File: config.mk
export PLATFORM = sky130hd
export DESIGN_NAME = carry_save_accumulator
export DESIGN_NICKNAME = d
export VERILOG_FILES = /design/src/rtl/csa_pkg.sv /design/src/rtl/ripple_carry_adder_n.sv /design/src/rtl/carry_save_accumulator.sv
export SDC_FILE = /design/constraint.sdc
export NUM_CORES = 1
export LEC_CHECK = 0
export ABC_AREA = 1
export CORE_UTILIZATION = 45
export CTS_CLUSTER_SIZE = 16
export DETAILED_ROUTE_END_ITERATION = 16
export PLACE_DENSITY = 0.68
export SYNTH_ARGS = -nofsm -noshare
export SYNTH_HDL_FRONTEND = slang
export SYNTH_HIERARCHICAL = 1
export SYNTH_SLANG_ARGS = --single-unit
File: constraint.sdc
create_clock -name clk -period 11.88 [get_ports clk]
set_input_delay 1.782 -clock clk [delete_from_list [all_inputs] [get_ports clk]]
set_output_delay 1.782 -clock clk [all_outputs]
set_load 0.005 [all_outputs]
File: src/rtl/csa_pkg.sv
// csa_pkg: FSM state type and default operand/guard widths for the carry-save accumulator
package csa_pkg;
    typedef enum logic [1:0] {ACCUM, RESOLVE, DONE} state_t;
    localparam int DEF_WIDTH = 8;
    localparam int DEF_GUARD = 4;
endpackage

File: src/rtl/ripple_carry_adder_n.sv
// ripple_carry_adder_n: WIDTH-bit ripple adder (a, b, cin in; sum, cout out)
module ripple_carry_adder_n #(
    parameter int WIDTH = 8
) (
    input  logic [WIDTH-1:0] a,
    input  logic [WIDTH-1:0] b,
    input  logic             cin,
    output logic [WIDTH-1:0] sum,
    output logic             cout
);
    logic carry;
    always_comb begin
        carry = cin;
        sum   = '0;
        for (int i = 0; i < WIDTH; i++) begin
            sum[i] = a[i] ^ b[i] ^ carry;
            carry  = (a[i] & b[i]) | (a[i] & carry) | (b[i] & carry);
        end
        cout = carry;
    end
endmodule

File: src/rtl/carry_save_accumulator.sv
// carry_save_accumulator: packet summer with carry-save state, one-cycle resolve and valid/ready result port
module carry_save_accumulator
    import csa_pkg::*;
#(
    parameter int WIDTH = DEF_WIDTH,
    parameter int GUARD = DEF_GUARD,
    parameter int ACC_W = WIDTH + GUARD
) (
    input  logic             clk,
    input  logic             rst,
    input  logic             in_valid,
    output logic             in_ready,
    input  logic [WIDTH-1:0] in_data,
    input  logic             in_last,
    output logic             out_valid,
    input  logic             out_ready,
    output logic [ACC_W-1:0] out_sum,
    output logic [GUARD:0]   out_count,
    output logic             out_ovf
);
    localparam logic [GUARD:0] OVF_LIM = {1'b1, {GUARD{1'b0}}};
    state_t           state_q, state_d;
    logic [ACC_W-1:0] s_q, s_d, c_q, c_d, sum_q, sum_d, x, maj, rca_sum;
    logic [GUARD:0]   count_q, count_d, count_inc, out_count_q, out_count_d;
    logic             ovf_q, ovf_d, out_ovf_q, out_ovf_d;
    logic             accept, take, unused_cout;
    ripple_carry_adder_n #(.WIDTH(ACC_W)) u_rca (
        .a   (s_q),
        .b   (c_q),
        .cin (1'b0),
        .sum (rca_sum),
        .cout(unused_cout)
    );
    assign in_ready  = state_q == ACCUM;
    assign out_valid = state_q == DONE;
    assign out_sum   = sum_q;
    assign out_count = out_count_q;
    assign out_ovf   = out_ovf_q;
    assign accept    = in_valid && in_ready;
    assign take      = out_valid && out_ready;
    always_comb begin
        x           = {{GUARD{1'b0}}, in_data};
        maj         = (s_q & c_q) | (s_q & x) | (c_q & x);
        count_inc   = (count_q == '1) ? count_q : count_q + 1'b1;
        s_d         = take ? '0 : accept ? s_q ^ c_q ^ x : s_q;
        c_d         = take ? '0 : accept ? maj << 1 : c_q;
        count_d     = take ? '0 : accept ? count_inc : count_q;
        ovf_d       = take ? 1'b0 : accept ? ovf_q | (count_inc > OVF_LIM) : ovf_q;
        state_d     = (state_q == ACCUM)   ? ((accept && in_last) ? RESOLVE : ACCUM) :
                      (state_q == RESOLVE) ? DONE :
                      (take ? ACCUM : DONE);
        sum_d       = (state_q == RESOLVE) ? rca_sum : sum_q;
        out_count_d = (state_q == RESOLVE) ? count_q : out_count_q;
        out_ovf_d   = (state_q == RESOLVE) ? ovf_q : out_ovf_q;
    end
    always_ff @(posedge clk) begin
        if (rst) begin
            state_q     <= ACCUM;
            s_q         <= '0;
            c_q         <= '0;
            count_q     <= '0;
            ovf_q       <= 1'b0;
            sum_q       <= '0;
            out_count_q <= '0;
            out_ovf_q   <= 1'b0;
        end else begin
            state_q     <= state_d;
            s_q         <= s_d;
            c_q         <= c_d;
            count_q     <= count_d;
            ovf_q       <= ovf_d;
            sum_q       <= sum_d;
            out_count_q <= out_count_d;
            out_ovf_q   <= out_ovf_d;
        end
    end
endmodule

==> out/metrics.cfg, run 1 <==
[finish]
drive_gt1_frac = 0.0405
fin_area_um2 = 2700
syn_to_final_growth_pct = 17.5
fin_nets = 332
final_util = 0.561
antennaDiodeCount = 0
fillers = 476
multi_input_area_um2 = 1150
seq_area_um2 = 981
finalNonFillerCells = 363

[floorplanning]
rows = 25
dieArea_um2 = 5400
die_w_um = 73.5
floorplan.initialDensity = 0.477
io_pins = 33
core_area_um2 = 4820
die_h_um = 73.5

[hold_path]
hold_class = reg2reg
hp-start = s_q[11]
min_path_cells = 1
hold_end = s_q[11]

[run_status]
status = finished, final reports clean

[sta]
setup_violations = 0
fmax_mhz = 198
finalHoldViolations = 0
fin_skew_ns = 0.00325
rsz0062_at_grt = no
finalCritPeriodShare = 0.426
fin_ws_ns = 6.82
period_minus_slack_ns = 5.06
slew_headroom = 0.596
fin_setup_tns_ns = 0
whs_ns = 0.457
slew_viol_final = 0
worst_pin_slew_ns = 0.604

[critical_path]
r2r_end = out_sum[11]
critPathLaunchType = register
r2r_setup_slack_ns = 6.82
cp_common_cell = fa_1
cp_data_arrival_time_ns = 5.30
critPathMaxFanout = 3
slowest_delay_ns = 0.44
endpoint_kind = register
crit_type = reg2reg
crit-reg2reg-launch = s_q[1]
required_ns = 12.12
cp_cell_sequence = fa_1 > fa_1 > fa_1 > fa_1 > fa_1 > fa_1 > fa_1 > fa_1 > fa_1 > fa_1 > inv_1 > fa_1 > inv_1 > nor2_1 > nor2_1
ff2ff_path_depth = 15
cpMaxStageDelayCell = fa_1

[cts]
cts.path.max_buffers = 2
root_buffer = clkbuf_8
clkLatencyLatePin_ns = 0.30
cts.sinks = 49
clk_pin_slew_ns = 0.08
cts_tree = built
ctsHoldBuffers = 0
cts_resized = 0
post_cts_buffers = 0
cts_max_level = 2
numCtsBuffers = 5

[detailed_routing]
routed_wl_mm = 4.30
ant_nets = 0
vias = 1760
drc = 0
drtIter0Drc = 100
wl_per_cell_um = 11.9
dr.pass1.iters = 4
viasPerCell = 4.85

[placed_design]
placed_area_um2 = 2620
io_buffer_count = 32
gp_congestion = 0.786
dpl.hpwl_mm = 2.96
dp.cells = 355
dp_slack_ns = 6.85

[global_routing]
grt_pass1_vias = 1587
grt_overflow = 0
grt_pass1_wl_mm = 7.32
grt_start_max_net_pins = 30
gr-usage-all-layers = 0.180
antenna_found_initial = 0

[logic_synthesis]
postSynthCellCount = 266
syn_area_per_cell_um2 = 8.65
yosysWarnings = 6
mappedNetlistArea_um2 = 2300

[job]
maxCapViolCount = 0

[power_and_ir_drop]
vdd_drop_max_mv = 0.0506
finalPower_mw = 0.319
p_leak_nw = 1.14
power_density_nw_per_um2 = 118

## placed cells by master, fill, tap and decap left out
master and count:
clkbuf_1 3, nand2_1 55, buf_4 1, nor2_1 38, a211oi_1 2, inv_2 1, ha_1 5, nand4_1 2
nor2_2 1, fa_1 19, clkbuf_8 5, nand3_1 2, o21ai_0 22, nand2_2 2, inv_1 21, or2_2 1
conb_1 2, o21a_1 1, nor2_4 1, clkdlybuf4s50_1 32, dfxtp_1 49, a21oi_1 31
## layout make-up
class | instances | area share
multi-input combinational | 184 | 0.424
sequential | 49 | 0.363
timing repair buffer | 33 | 0.121
tap | 67 | 0.0310
inverter | 22 | 0.0306
clock buffer | 8 | 0.0296
## routing by layer
metal	up-vias	routed length, um	GRT usage
li1	888	-	-
met3	7	183	0.0370
met2	36	1870	0.288
met5	-	0	0
met4	0	70	0.0705
met1	829	2180	0.239
## state kept, by name, summed over array words and instances (netlist names)
name and flops:
s_q 12, c_q 11, out_count 5, state_q 2
out_ovf 1, out_sum 12, ovf_q 1, count_q 5
## where the power goes
group / switching, mW / total (mW) / internal [mW]
combinational: 0.0243 / 0.0451 / 0.0208
clock: 0.0520 / 0.0939 / 0.0419
sequential: 0.00783 / 0.180 / 0.173
total: 0.0841 / 0.319 / 0.235
## worst max-delay path, delay by kind of cell (launching register included)
kind                       cells  cell delay, ns
DFF                            1            0.35
adders and majority gates     11            4.37
buffers and inverters          2            0.14
and+or+nand+nor                2            0.14
## how the worst max path moves through the flow
stage                       from     endpoint  slack [ns]
after floorplan           s_q[1]  out_sum[11]        7.04
after global placement    s_q[1]  out_sum[11]        6.93
after detailed placement  s_q[1]  out_sum[11]        6.85
after CTS                 s_q[1]  out_sum[11]        6.82
after global routing      s_q[1]  out_sum[11]        6.69
final                     s_q[1]  out_sum[11]        6.82
(Power assumes the default switching activity.)
==> run 2, diff against run 1 <==
- PLACE_DENSITY: 0.68 -> 0.71
- clock period: 11.88 -> 4.4 ns (I/O delays scaled with it)
==> run 2 against run 1 <==
Effect of this change: the flow now finishes with violations (negative setup slack); power increased to 2.8 times the previous value; cell count increased by 0.55%; non-clock buffer count increased by 2; via count decreased by 0.74%; fmax increased by 11%; largest cell class unchanged.
==> out/metrics.cfg, run 2 (synthesis gave the netlist of run 1 again) <==
[detailed_routing]
vias = 1747  ; was 1760
viasPerCell = 4.79  ; was 4.85
drc = 0  ; unchanged
ant_nets = 0  ; unchanged
wl_per_cell_um = 11.7  ; was 11.9 um
drtIter0Drc = 91  ; was 100
routed_wl_mm = 4.26  ; was 4.30 mm
dr.pass1.iters = 7  ; was 4

[critical_path]
required_ns = 4.64  ; was 12.12 ns
ff2ff_path_depth = 15  ; unchanged
slowest_delay_ns = 0.39  ; was 0.44 ns
r2r_end = out_sum[11]  ; unchanged
cp_common_cell = fa_2  ; was fa_1
cp_data_arrival_time_ns = 4.79  ; was 5.30 ns
cpMaxStageDelayCell = fa_1  ; unchanged
cp_cell_sequence = fa_2 > fa_2 > fa_2 > fa_2 > fa_2 > fa_2 > fa_2 > fa_2 > fa_2 > fa_2 > inv_2 > fa_1 > inv_1 > nor2_1 > nor2_1  ; was fa_1 > fa_1 > fa_1 > fa_1 > fa_1 > fa_1 > fa_1 > fa_1 > fa_1 > fa_1 > inv_1 > fa_1 > inv_1 > nor2_1 > nor2_1
crit_type = reg2reg  ; unchanged
critPathLaunchType = register  ; unchanged
r2r_setup_slack_ns = -0.15  ; was 6.82 ns
critPathMaxFanout = 2  ; was 3
crit-reg2reg-launch = s_q[1]  ; unchanged
endpoint_kind = register  ; unchanged
critPathBufInv = 2  ; unchanged
critical-path-top-delay-family = adder cells  ; unchanged

[floorplanning]
die_w_um = 73.5  ; unchanged
die_h_um = 73.5  ; unchanged
dieArea_um2 = 5400  ; unchanged
core_area_um2 = 4820  ; unchanged
rows = 25  ; unchanged
io_pins = 33  ; unchanged
floorplan.initialDensity = 0.477  ; unchanged

[global_routing]
gr-usage-all-layers = 0.178  ; was 0.180
grt_pass1_wl_mm = 7.34  ; was 7.32 mm
grt_overflow = 0  ; unchanged
grt_start_max_net_pins = 30  ; unchanged
antenna_found_initial = 0  ; unchanged
grt_pass1_vias = 1556  ; was 1587

[sta]
whs_ns = 0.448  ; was 0.457 ns
period_minus_slack_ns = 4.55  ; was 5.06 ns
fmax_mhz = 220  ; was 198 MHz
finalHoldViolations = 0  ; unchanged
slew_headroom = 0.602  ; was 0.596
finalCritPeriodShare = 1.03  ; was 0.426
fin_setup_tns_ns = -0.148  ; was 0 ns
worst_pin_slew_ns = 0.595  ; was 0.604 ns
fin_ws_ns = -0.148  ; was 6.82 ns
setup_violations = 1  ; was 0
fin_skew_ns = 0.0117  ; was 0.00325 ns
slew_viol_final = 0  ; unchanged
rsz0062_at_grt = yes  ; was no

[finish]
drive_gt1_frac = 0.0973  ; was 0.0405
antennaDiodeCount = 0  ; unchanged
syn_to_final_growth_pct = 20.0  ; was 17.5%
fin_nets = 334  ; was 332
finalNonFillerCells = 365  ; was 363
final_cell_mix = nand2_1 (55), dfxtp_1 (48), nor2_1 (38)  ; was nand2_1 (55), dfxtp_1 (49), nor2_1 (38)
fin_area_um2 = 2760  ; was 2700 um^2
final_util = 0.573  ; was 0.561
fillers = 472  ; was 476
final_common_cell = nand2_1  ; unchanged

[hold_path]
hold_end = s_q[11]  ; unchanged
hold_class = reg2reg  ; unchanged
hp-start = s_q[11]  ; unchanged
min_path_cells = 1  ; unchanged

[cts]
cts_max_level = 2  ; unchanged
cts.sinks = 49  ; unchanged
root_buffer = clkbuf_8  ; unchanged
post_cts_buffers = 0  ; unchanged
clkLatencyLatePin_ns = 0.31  ; was 0.30 ns
clk_pin_slew_ns = 0.09  ; was 0.08 ns
cts_tree = built  ; unchanged
numCtsBuffers = 5  ; unchanged
cts.path.max_buffers = 2  ; unchanged

[run_status]
violations = negative setup slack
status = complete, but fails checks  ; was finished, final reports clean

[placed_design]
io_buffer_count = 32  ; unchanged
gp_congestion = 0.771  ; was 0.786
dp_slack_ns = -0.150  ; was 6.85 ns
placed_area_um2 = 2660  ; was 2620 um^2
dp.cells = 357  ; was 355
dpl.hpwl_mm = 2.91  ; was 2.96 mm

[power_and_ir_drop]
power_density_nw_per_um2 = 324  ; was 118 nW/um^2
p_leak_nw = 1.14  ; about the same
vdd_drop_max_mv = 0.154  ; was 0.0506 mV
finalPower_mw = 0.893  ; was 0.319 mW

[job]
maxCapViolCount = 0  ; unchanged

-- run 2: cell types whose count changed in the layout (fill, tap and decap cells not counted), sizes merged --
cell	previous run	this run
clkinv	0	2
buf	1	3
clkbuf	8	6
-- run 2: area by class of cell --
cell class                 count  area, um^2  share of cell area
multi-input combinational    184        1170               0.424
sequential                    49         982               0.356
timing repair buffer          35         343               0.124
tap                           67        83.8              0.0304
clock buffer                   6        82.6              0.0299
inverter                      22        82.6              0.0299
clock inverter                 2        13.8             0.00499
-- run 2: routing by layer --
layer | GRT usage | vias to the layer above | part of all wire
met5 | 0 | - | 0
met4 | 0.0705 | 0 | 0.023
met3 | 0.0343 | 7 | 0.026
met2 | 0.264 | 31 | 0.43
met1 | 0.255 | 811 | 0.52
li1 | - | 898 | -
-- run 2: what timing repair did --
item                                    CTS  global route
hold buffers                              0             0
cloned                                    0             0
resized for setup                         2             0
endpoints found under the setup margin    1             1
-- run 2: report_power, final --
part / switching (mW) / total, mW / internal, mW
registers: 0.0209 / 0.487 / 0.466
clock network: 0.154 / 0.281 / 0.128
logic: 0.0667 / 0.125 / 0.0579
total: 0.241 / 0.893 / 0.652
-- run 2: worst max path at each step --
stage,start,to,slack [ns],cells past startpoint
after floorplan,s_q[1],out_sum[11],-0.06,15
after global placement,s_q[1],out_sum[11],-0.12,15
after detailed placement,s_q[1],out_sum[11],-0.15,15
after CTS,s_q[1],out_sum[11],-0.14,15
after global routing,s_q[1],out_sum[11],-0.28,15
final,s_q[1],out_sum[11],-0.15,15
